File: src/rtl/register_file_pkg.sv
// rtl/register_file_pkg.sv - shared types and defaults for the register file sequencer
package register_file_pkg;

  localparam int LEN_W_DEFAULT = 4;

  typedef enum logic [1:0] {
    IDLE   = 2'd0,
    WRITE  = 2'd1,
    READ   = 2'd2,
    RDRAIN = 2'd3
  } state_e;

endpackage

File: src/rtl/read_output_stage.sv
// rtl/read_output_stage.sv - one-entry holding register for the read-data stream
module read_output_stage #(
  parameter int WIDTH = 32
) (
  input  logic             clk_i,
  input  logic             rst_ni,
  input  logic             load_i,
  input  logic [WIDTH-1:0] data_i,
  input  logic             last_i,
  input  logic             ready_i,
  output logic             valid_o,
  output logic [WIDTH-1:0] data_o,
  output logic             last_o
);

  logic             valid_q;
  logic [WIDTH-1:0] data_q;
  logic             last_q;

  // A load always wins over a drain, so a beat consumed this cycle is replaced seamlessly.
  always_ff @(posedge clk_i or negedge rst_ni) begin
    if (!rst_ni) begin
      valid_q <= 1'b0;
      data_q  <= '0;
      last_q  <= 1'b0;
    end else if (load_i) begin
      valid_q <= 1'b1;
      data_q  <= data_i;
      last_q  <= last_i;
    end else if (valid_q && ready_i) begin
      valid_q <= 1'b0;
    end
  end

  assign valid_o = valid_q;
  assign data_o  = data_q;
  assign last_o  = last_q;

endmodule

File: src/rtl/register_file_sequencer.sv
// rtl/register_file_sequencer.sv - turns burst commands into register file beats and streams
module register_file_sequencer
  import register_file_pkg::*;
#(
  parameter int WIDTH = 32,
  parameter int DEPTH = 5,
  parameter int LEN_W = LEN_W_DEFAULT
) (
  input  logic             clk,
  input  logic             reset,
  input  logic             cmdValid,
  output logic             cmdReady,
  input  logic             cmdWrite,
  input  logic [DEPTH-1:0] cmdAddr,
  input  logic [LEN_W-1:0] cmdLen,
  input  logic             wrValid,
  output logic             wrReady,
  input  logic [WIDTH-1:0] wrData,
  output logic             rdValid,
  input  logic             rdReady,
  output logic [WIDTH-1:0] rdData,
  output logic             rdLast,
  output logic             rfWriteEnable,
  output logic [DEPTH-1:0] rfWriteAddr,
  output logic [WIDTH-1:0] rfWriteData,
  output logic [DEPTH-1:0] rfReadAddr,
  input  logic [WIDTH-1:0] rfReadData,
  output logic             busy
);

  state_e           state_q;
  logic [DEPTH-1:0] addr_q;
  logic [LEN_W-1:0] cnt_q;

  logic wr_fire;
  logic rd_load;
  logic last_beat;

  assign last_beat = (cnt_q == '0);
  assign wr_fire   = wrValid && (state_q == WRITE);
  assign rd_load   = (state_q == READ) && (!rdValid || rdReady);

  // cnt_q holds the beats remaining after the current one.
  always_ff @(posedge clk or negedge reset) begin
    if (!reset) begin
      state_q <= IDLE;
      addr_q  <= '0;
      cnt_q   <= '0;
    end else begin
      case (state_q)
        IDLE: begin
          if (cmdValid) begin
            addr_q  <= cmdAddr;
            cnt_q   <= cmdLen;
            state_q <= cmdWrite ? WRITE : READ;
          end
        end
        WRITE: begin
          if (wr_fire) begin
            addr_q <= addr_q + DEPTH'(1);
            if (last_beat) state_q <= IDLE;
            else           cnt_q   <= cnt_q - LEN_W'(1);
          end
        end
        READ: begin
          if (rd_load) begin
            addr_q <= addr_q + DEPTH'(1);
            if (last_beat) state_q <= RDRAIN;
            else           cnt_q   <= cnt_q - LEN_W'(1);
          end
        end
        RDRAIN: begin
          if (rdValid && rdReady) state_q <= IDLE;
        end
        default: state_q <= IDLE;
      endcase
    end
  end

  assign cmdReady      = (state_q == IDLE);
  assign wrReady       = (state_q == WRITE);
  assign busy          = (state_q != IDLE);
  assign rfWriteEnable = wr_fire;
  assign rfWriteAddr   = addr_q;
  assign rfWriteData   = wr_fire ? wrData : '0;
  assign rfReadAddr    = addr_q;

  read_output_stage #(
    .WIDTH (WIDTH)
  ) u_read_output_stage (
    .clk_i   (clk),
    .rst_ni  (reset),
    .load_i  (rd_load),
    .data_i  (rfReadData),
    .last_i  (last_beat),
    .ready_i (rdReady),
    .valid_o (rdValid),
    .data_o  (rdData),
    .last_o  (rdLast)
  );

endmodule

File: config.mk
export PLATFORM = sky130hd
export DESIGN_NAME = register_file_sequencer
export DESIGN_NICKNAME = d
export VERILOG_FILES = /design/src/rtl/register_file_pkg.sv /design/src/rtl/read_output_stage.sv /design/src/rtl/register_file_sequencer.sv
export SDC_FILE = /design/constraint.sdc
export NUM_CORES = 1
export LEC_CHECK = 0
export BUFFER_PORTS_ARGS = -buffer_cell sky130_fd_sc_hd__buf_2
export CAP_MARGIN = 20
export CORE_MARGIN = 2
export CORE_UTILIZATION = 40
export CTS_CLUSTER_SIZE = 30
export DETAILED_ROUTE_END_ITERATION = 8
export PLACE_DENSITY = 0.76
export SLEW_MARGIN = 20
export SYNTH_ARGS = -nofsm -noshare
export SYNTH_HDL_FRONTEND = slang
export SYNTH_HIERARCHICAL = 1
export SYNTH_SLANG_ARGS = --single-unit
export TNS_END_PERCENT = 30
File: constraint.sdc
create_clock -name clk -period 2.01 [get_ports clk]
set_input_delay 0 -clock clk [delete_from_list [all_inputs] [get_ports clk]]
set_output_delay 0 -clock clk [all_outputs]
set_load 0.01 [all_outputs]
==> impl_metrics.tcl, run 1 <==
set metrics [dict create \
    synth_mux_area_share_pct 21.4 \
    crit_end "cnt_q[1]" \
    synth_compound_area_share_pct 4.63 \
    finalNonFillerCells 485 \
    drive_gt1_share_pct 53.9 \
    grt_max_degree 35 \
    stdcell_area_um2 3870 \
    multi_input_area_um2 1240 \
    yosysTopAreaCellShare_pct 44.3 \
    report.final.slew_viol_count 0 \
    wl_per_cell_um 13.5 \
    via_per_inst 4.71 \
    wirelength_um 6540 \
    synth_top_family_by_area "multiplexers" \
    num_rows 29 \
    dr.pass1.iters 4 \
    crit_required_ps 2180 \
    ff_latch_area_um2 1130 \
    syn_inst 212 \
    fin_setup_tns_ps 0 \
    synth_xor_area_share_pct 0 \
    ys_ff_latch 45 \
    insertedDiodeCount 0 \
    cts_made_buffers 5 \
    core_um2 6240 \
    drc 0 \
    status "finished, final reports clean" \
    vias 2284 \
    synth_edf_count 0 \
    layout_commonest_cell "buf_2" \
    placed_cells 435 \
    place_area_um2 3350 \
    finalCriticalPeriod_ps 1930 \
    fp.dieW_um 83.7 \
    final_cell_mix "buf_2, dfrtp_1, dlygate4sd3_1" \
    clkLatencyLatePin_ps 300 \
    clk_pin_slew_ps 80 \
    grt_use_total_pct 18.4 \
    rsz0062_at_grt "false" \
    ant_nets 0 \
    fin_crit_sh_pct 96.1 \
    tightest_slew_ps 401 \
    synth_adder_area_share_pct 3.94 \
    overflow 0 \
    dp_hpwl_um 4540 \
    syn2layout_area_growth_pct 52.2 \
    synth_largest_area_cell "dfrtp_1" \
    dieArea_um2 7010 \
    r2r_slack_ps 80 \
    htree_levels 2 \
    hp-class "input port to flop" \
    post-route-util_pct 62.0 \
    io_pins 159 \
    nFillCells 510 \
    cp-start-kind "flop" \
    drtIter0Drc 68 \
    portBuffers 158 \
    syn_area_um2 2540 \
    numClockSinks 45 \
    p_leak_nw 2.18 \
    crit_fanout 10 \
    async_reset_ff_share_pct 100 \
    max_cap_violations 0 \
    cp.arrival_ps 2110 \
    setup.worst_path.end_class "flop" \
    p_total_w 0.00544 \
    reg2reg_to "cnt_q[1]" \
    grt_pass1_wl_um 10500 \
    reg2reg_from "state_q[1]" \
    hold_viol_final 0 \
    clock.fmax_mhz 518 \
    first_global_vias 2228 \
    path_class "flop to flop" \
    cts_tree "built" \
    cp-startpoint "state_q[1]" \
    peakVddDrop_mv 1.13 \
    nets 494 \
    synth_area_per_cell_um2 12.0 \
    clockBufferDepth 2 \
    setup_viol 0 \
    ys.flop_type "dfrtp_1" \
    synth_cell_types 37 \
    syn_nets 299 \
    gp_congestion 0.763 \
    synth_area_leaders "dfrtp_1, mux2_4, and3_1" \
    die_h_um 83.7 \
    power_density_nw_per_um2 1410 \
    reg2reg_depth 6 \
    root_buffer "clkbuf_8" \
    synth-simple-area-share_pct 18.2 \
    start_util_pct 40.7 \
    seq_area_frac_synth_pct 44.3 \
    worst_clock_skew_ps 6.74 \
    maxSlewHeadroom_pct 73.3 \
    antenna_found_initial 0 \
    yosys_warnings 6 \
]
synthesized netlist by cell type, types with 2 or more instances:
master    count
inv_1        10
ha_1          8
nor2b_1       3
o21ai_0       3
nor4_2        2
mux2_4       29
buf_12        3
nand3_1       7
buf_6         2
buf_4         5
nor4_1        2
mux2i_1       4
nor2_1        5
a21oi_1       3
dfrtp_1      45
a31oi_1       3
nor3_1        4
nand2_1      10
and3_1       34
clkbuf_1      8
mux2_2        6
cell families after synthesis:
kind of cell	Yosys count
fa+ha+maj	8
buf+inv	29
simple gates	76
mux	39
flops	45
compound gates	15
state kept, by name, summed over array words and instances (netlist names):
| register | flops |
|---|---|
| cnt_q | 4 |
| rfReadAddr | 5 |
| state_q | 2 |
| u_read_output_stage/data_o | 32 |
| u_read_output_stage/last_o | 1 |
| u_read_output_stage/valid_o | 1 |
per-stage QoR:
stage	worst slack, ps	hold WS [ps]
6_report	78.4	57.6
3_5_place_dp	51.1	-106
5_1_grt	13.9	53.9
4_1_cts	37.3	48.9
2_1_floorplan	94.1	-296
3_3_place_gp	136	-106
power by group:
| group | switching (W) | internal [W] |
|---|---|---|
| Sequential | 0.000329 | 0.00138 |
| Combinational | 0.00150 | 0.00167 |
| Clock | 0.000311 | 0.000251 |
area by class of cell:
class                      count  area share (%)
timing repair buffer         207            32.9
tap                           77            2.49
inverter                      10           0.970
clock buffer                   5            1.78
sequential                    45            29.1
clock inverter                 3           0.647
multi-input combinational    138            32.1
routing by layer:
layer  GRT usage, %  wire length (um)  vias to the layer above
li1               -                 -                     1133
met1           22.9              2810                     1079
met2           33.0              3360                       68
met3           4.65               327                        4
met4           2.79                33                        0
met5              0                 0                        -
critical path, cell delays in order (launching register included):
cell and delay (ps):
dfrtp_1 420, inv_1 100, ha_1 210, nor2b_2 180
or4_4 610, o31ai_4 210, a221oi_2 80
what timing repair did:
action | 4_1_cts | 5_1_grt
setup buffers | 0 | 1
setup endpoints to repair | 0 | 2
gates resized for setup | 0 | 3
hold buffers | 41 | 0
endpoints found under the hold margin | 67 | 0
how the worst min path moves through the flow:
stage | end | slack (ps) | cells past startpoint | from
detailed placement | rfReadAddr[3] | -110 | 1 | reset
global placement | rfReadAddr[4] | -110 | 1 | reset
CTS | state_q[0] | 50 | 4 | cmdWrite
finish | state_q[0] | 60 | 4 | cmdWrite
floorplan | cnt_q[0] | -300 | 0 | reset
global route | state_q[0] | 50 | 4 | cmdWrite
No activity file was read; power rests on OpenSTA's default activity.
==> run 2, diff against run 1 <==
--- a/config.mk
+++ b/config.mk
@@ -12,6 +12,7 @@
 export CTS_CLUSTER_SIZE = 30
 export DETAILED_ROUTE_END_ITERATION = 8
 export PLACE_DENSITY = 0.76
+export SETUP_SLACK_MARGIN = 0.4
 export SLEW_MARGIN = 20
 export SYNTH_ARGS = -nofsm -noshare
 export SYNTH_HDL_FRONTEND = slang
==> run 2 against run 1 <==
Effect of this change:
- combinational power increased by 20%
- critical path depth did not move
- sequential power increased by 2%
- wire length increased by 17%
- via count grew 7.9%
- first-iteration DRC count grew 32%
- clock skew decreased by 0.74 ps
- cell area rose by 7.1%
- global-route usage up 3.4 points
==> impl_metrics.tcl, run 2 (synthesized netlist as in run 1, its figures left out) <==
set metrics [dict create \
    syn2layout_area_growth_pct 63.0 \
    clockBufferDepth 2 \
    drtIter0Drc 90 \
    grt_use_total_pct 21.9 \
    fin_crit_sh_pct 91.4 \
    power.share.clock_pct 9.3 \
    maxSlewHeadroom_pct 73.2 \
    setup.worst_path.end_class "flop" \
    p_total_w 0.00610 \
    max_cap_violations 0 \
    fp.dieW_um 83.7 \
    seqPwrFrac_pct 28.7 \
    root_buffer "clkbuf_8" \
    setup_viol 0 \
    portBuffers 158 \
    final_cell_mix "buf_2, dfrtp_1, dlygate4sd3_1" \
    drc 0 \
    numClockSinks 45 \
    finalWorstSetupSlack_ps 173 \
    hp-class "input port to flop" \
    drive_gt1_share_pct 59.4 \
    p_int_w 0.00371 \
    reg2reg_to "cnt_q[1]" \
    power_density_nw_per_um2 1470 \
    crit_fanout 5 \
    clock.fmax_mhz 544 \
    die_h_um 83.7 \
    start_util_pct 40.7 \
    cp-start-kind "flop" \
    sw_frac_of_total_pct 39.2 \
    largest_reg_flops 32 \
    tightest_slew_ps 401 \
    worst_clock_skew_ps 6.00 \
    antenna_found_initial 0 \
    slowest_stage "or4_4" \
    grt_pass1_wl_um 12400 \
    pwr-share-comb_pct 62.0 \
    gp_congestion 0.786 \
    nFillCells 470 \
    htree_levels 2 \
    first_global_vias 2455 \
    peakVddDrop_mv 0.871 \
    dp_hpwl_um 4840 \
    p_leak_nw 2.28 \
    whs_ps 9.56 \
    post-place-ws_ps 170 \
    report.final.slew_viol_count 0 \
    rsz0062_at_grt "true" \
    cp.arrival_ps 2010 \
    hold_viol_final 0 \
    dr.pass1.iters 4 \
    hold_depth 3 \
    core_um2 6240 \
    ff_latch_area_um2 1130 \
    clk_pin_slew_ps 90 \
    via_per_inst 4.92 \
    cts_tree "built" \
    max_stage_delay_ps 540 \
    num_rows 29 \
    fin_setup_tns_ps 0 \
    grt_max_degree 34 \
    status "finished, final reports clean" \
    switchingPower_w 0.00239 \
    layout_commonest_cell "buf_2" \
    vias 2464 \
    r2r_slack_ps 170 \
    hp-start "cmdAddr[0]" \
    crit_chain "buf_4 > ha_4 > nor2b_4 > or4_4 > o31ai_4 > a221oi_2" \
    placed_cells 435 \
    crit_required_ps 2190 \
    insertedDiodeCount 0 \
    wirelength_um 7640 \
    reg2reg_from "state_q[0]" \
    reg2reg_depth 6 \
    cts_made_buffers 5 \
    clkLatencyLatePin_ps 290 \
    path_class "flop to flop" \
    ant_nets 0 \
    wl_per_cell_um 15.2 \
    io_pins 159 \
    multi_input_area_um2 1340 \
    overflow 0 \
    finalNonFillerCells 501 \
    worstHoldEndpoint "rfReadAddr[0]" \
    nets 510 \
    finalCriticalPeriod_ps 1840 \
    dieArea_um2 7010 \
]
## run 2: critical path: cells and delay by family (launching register included)
family	cells	cell delay, ps
AND/OR/NAND/NOR	2	690
flip-flops	1	410
AO/OA/AOI/OAI	2	280
adder cells (fa/ha/maj)	1	170
buffers and inverters	1	160
## run 2: stage by stage
stage	util [%]	instance area [um2]
floorplan	-	2600
global placement	54.6	3400
detailed placement	54.6	3400
CTS	65.8	4110
global route	66.4	4140
finish	66.4	4140
## run 2: power groups by stage
stage          registers [W]  clock network, W  logic (W)
6_report             0.00175          0.000568    0.00379
5_1_grt              0.00182          0.000627    0.00408
4_1_cts              0.00173          0.000582    0.00369
3_5_place_dp         0.00174                 0    0.00317
3_3_place_gp         0.00173                 0    0.00310
2_1_floorplan        0.00190                 0    0.00218
## run 2: layout make-up
cell class,instances,area share (%)
flip-flops and latches,45,27.2
repair buffers,222,35.0
clock inverters,3,0.513
clock buffers,5,1.66
inverters,10,0.906
multi-input cells,139,32.3
well taps,77,2.33
## run 2: worst max path at each step
| stage | startpoint | to | slack [ps] | depth (start not counted) |
|---|---|---|---|---|
| 2_1_floorplan | state_q[1] | cnt_q[1] | 210 | 7 |
| 3_3_place_gp | state_q[0] | cnt_q[0] | 200 | 6 |
| 3_5_place_dp | state_q[0] | cnt_q[0] | 170 | 6 |
| 4_1_cts | state_q[1] | cnt_q[1] | 190 | 5 |
| 5_1_grt | state_q[1] | cnt_q[1] | 100 | 5 |
| 6_report | state_q[0] | cnt_q[1] | 170 | 6 |
## run 2: what timing repair did
| item | 4_1_cts | 5_1_grt |
|---|---|---|
| cloned | 3 | 2 |
| setup endpoints to repair | 44 | 77 |
| pin swaps | 11 | 0 |
| hold buffers | 39 | 0 |
| resized for setup | 14 | 2 |
| hold endpoints to repair | 83 | 0 |
| buffers inserted | 11 | 3 |
## run 2: routing by layer
layer  part of all wire [%]  up-vias  global-route usage (%)
li1                       -     1167                       -
met1                     38     1168                    26.1
met2                     54      123                    41.0
met3                    7.4        6                    3.36
met4                    1.1        0                    5.28
met5                      0        -                       0
==> run 3, diff against run 2 <==
--- a/config.mk
+++ b/config.mk
@@ -11,11 +11,10 @@
 export CORE_UTILIZATION = 40
 export CTS_CLUSTER_SIZE = 30
 export DETAILED_ROUTE_END_ITERATION = 8
-export PLACE_DENSITY = 0.76
+export PLACE_DENSITY = 0.77
 export SETUP_SLACK_MARGIN = 0.4
 export SLEW_MARGIN = 20
 export SYNTH_ARGS = -nofsm -noshare
 export SYNTH_HDL_FRONTEND = slang
-export SYNTH_HIERARCHICAL = 1
 export SYNTH_SLANG_ARGS = --single-unit
 export TNS_END_PERCENT = 30
==> run 3 against run 2 <==
Effect of this change:
- cell count fell by 0.40%
- clock power rose by 24%
- power fell by 70%
- clock skew rose by 1.5 ps
- critical path depth did not move
- worst setup slack got worse by 170 ps
- die area fell by 6.1%
- wire length fell by 1.0%
- critical path type unchanged
- critical endpoint is now state_q[0]
==> impl_metrics.tcl, run 3 <==
set metrics [dict create \
    setup_viol 0 \
    via_per_inst 4.99 \
    synth_edf_count 0 \
    antenna_found_initial 0 \
    cp.arrival_ps 2180 \
    syn2layout_area_growth_pct 73.8 \
    overflow 0 \
    syn_area_um2 2380 \
    power_density_nw_per_um2 444 \
    insertedDiodeCount 0 \
    start_util_pct 40.9 \
    clockBufferDepth 2 \
    gp_congestion 0.791 \
    syn_nets 295 \
    htree_levels 2 \
    vias 2488 \
    peakVddDrop_mv 0.582 \
    first_global_vias 2344 \
    setup.worst_path.end_class "flop" \
    ant_nets 0 \
    max_cap_violations 0 \
    hold_viol_final 0 \
    hp-class "input port to flop" \
    ys_ff_latch 45 \
    io_pins 159 \
    crit_fanout 4 \
    num_rows 28 \
    report.final.slew_viol_count 0 \
    drive_gt1_share_pct 64.2 \
    yosysTopAreaCellShare_pct 47.3 \
    cp-start-kind "flop" \
    dr.pass1.iters 4 \
    synth_common_cells "dfrtp_1, mux2_2, and3_1, nand2_1, clkbuf_1" \
    final_cell_mix "buf_2, dfrtp_1, dlygate4sd3_1" \
    p_leak_nw 2.36 \
    fin_crit_sh_pct 99.6 \
    grt_pass1_wl_um 11100 \
    nets 510 \
    syn_inst 208 \
    rsz0062_at_grt "true" \
    layout_commonest_cell "buf_2" \
    largest_reg_flops 32 \
    core_um2 5820 \
    grt_use_total_pct 21.9 \
    dp_hpwl_um 4740 \
    wirelength_um 7560 \
    portBuffers 158 \
    seq_area_frac_synth_pct 47.3 \
    ys.flop_type "dfrtp_1" \
    yosys_warnings 0 \
    fp.dieW_um 81.1 \
    synth_area_leaders "dfrtp_1, mux2_2, and3_1" \
    path_class "flop to flop" \
    clk_pin_slew_ps 90 \
    clkLatencyLatePin_ps 290 \
    drc 0 \
    maxSlewHeadroom_pct 62.2 \
    drtIter0Drc 47 \
    crit_required_ps 2190 \
    die_h_um 81.1 \
    synth_area_per_cell_um2 11.4 \
    cts_tree "built" \
    cts_made_buffers 5 \
    root_buffer "clkbuf_8" \
    whs_ps 27.0 \
    finalCriticalPeriod_ps 2000 \
    yosysMostFrequentCell "dfrtp_1" \
    wl_per_cell_um 15.1 \
    nFillCells 425 \
    status "finished, final reports clean" \
    clock.fmax_mhz 499 \
    worst_clock_skew_ps 7.52 \
    async_reset_ff_share_pct 100 \
    fin_setup_tns_ps 0 \
    grt_max_degree 46 \
    synth_cell_types 40 \
    dieArea_um2 6580 \
    synth_largest_area_cell "dfrtp_1" \
    tightest_slew_ps 568 \
    numClockSinks 45 \
    post-route-util_pct 71.1 \
]
run 3: critical path, cell delays in order, from the launching register on:
cell	delay (ps)
dfrtp_1	400
inv_2	80
ha_4	140
or3b_4	370
a21o_1	190
a2111oi_4	340
mux2_1	360
run 3: cell type report:
class / count / area, um2 / area share (%)
clock buffers: 5 / 68.8 / 1.67
clock inverters: 3 / 50.0 / 1.21
inverters: 7 / 26.3 / 0.636
multi-input cells: 142 / 1340 / 32.4
flip-flops and latches: 45 / 1130 / 27.2
well taps: 75 / 93.8 / 2.27
repair buffers: 222 / 1430 / 34.6
run 3: power breakdown:
group | switching (W) | internal (W)
Combinational | 0.0000813 | 0.000129
Clock | 0.000323 | 0.000381
Sequential | 0.0000104 | 0.000912
Total | 0.000415 | 0.00142
run 3: final timing paths:
check                                           start                        endpoint  depth (start not counted)  slack [ps]
min reg2reg                u_read_output_stage.last_o      u_read_output_stage.last_o                          2         510
min                                        cmdAddr[1]                   rfReadAddr[1]                          3          30
max in group asynchronous                       reset     u_read_output_stage.valid_o                          3        1310
min in group asynchronous                       reset  u_read_output_stage.data_o[28]                          3         310
max                                          cnt_q[0]                      state_q[0]                          6           7
max reg2reg                                  cnt_q[0]                      state_q[0]                          6           7
run 3: cell families (layout without fill, tap and decap cells):
| kind of cell | after synthesis | in the layout | synth area share [%] |
|---|---|---|---|
| AOI/OAI and AO/OA | 23 | 23 | 7.89 |
| muxes | 36 | 36 | 17.0 |
| DFF | 45 | 45 | 47.3 |
| and+or+nand+nor | 72 | 75 | 18.2 |
| adders and majority gates | 8 | 8 | 4.21 |
| buffers and inverters | 24 | 237 | 5.37 |
run 3: repair_timing:
| action | 4_1_cts | 5_1_grt |
|---|---|---|
| hold endpoints to repair | 80 | 0 |
| hold buffers | 36 | 0 |
| gates resized for setup | 30 | 15 |
| pin swaps | 17 | 4 |
| buffers inserted | 8 | 5 |
| endpoints found under the setup margin | 76 | 76 |
| gates cloned | 3 | 2 |
run 3: layer usage:
metal | track usage [%] | routed length, um | vias to the layer above | part of all wire (%)
met2 | 38.9 | 4030 | 100 | 53
met4 | 5.93 | 88 | 0 | 1.2
met3 | 5.00 | 442 | 10 | 5.8
met5 | 0 | 0 | - | 0
met1 | 26.5 | 3000 | 1197 | 40
li1 | - | - | 1181 | -
run 3: per-stage QoR:
step	std cells	area (um2)	power (W)	worst slack (ps)
floorplan	208	2420	0.000976	14.9
global placement	437	3310	0.00108	13.1
detailed placement	437	3310	0.00108	-38.7
CTS	492	3990	0.00185	5.08
global route	499	4130	0.00193	-68.3
finish	499	4130	0.00184	7.31
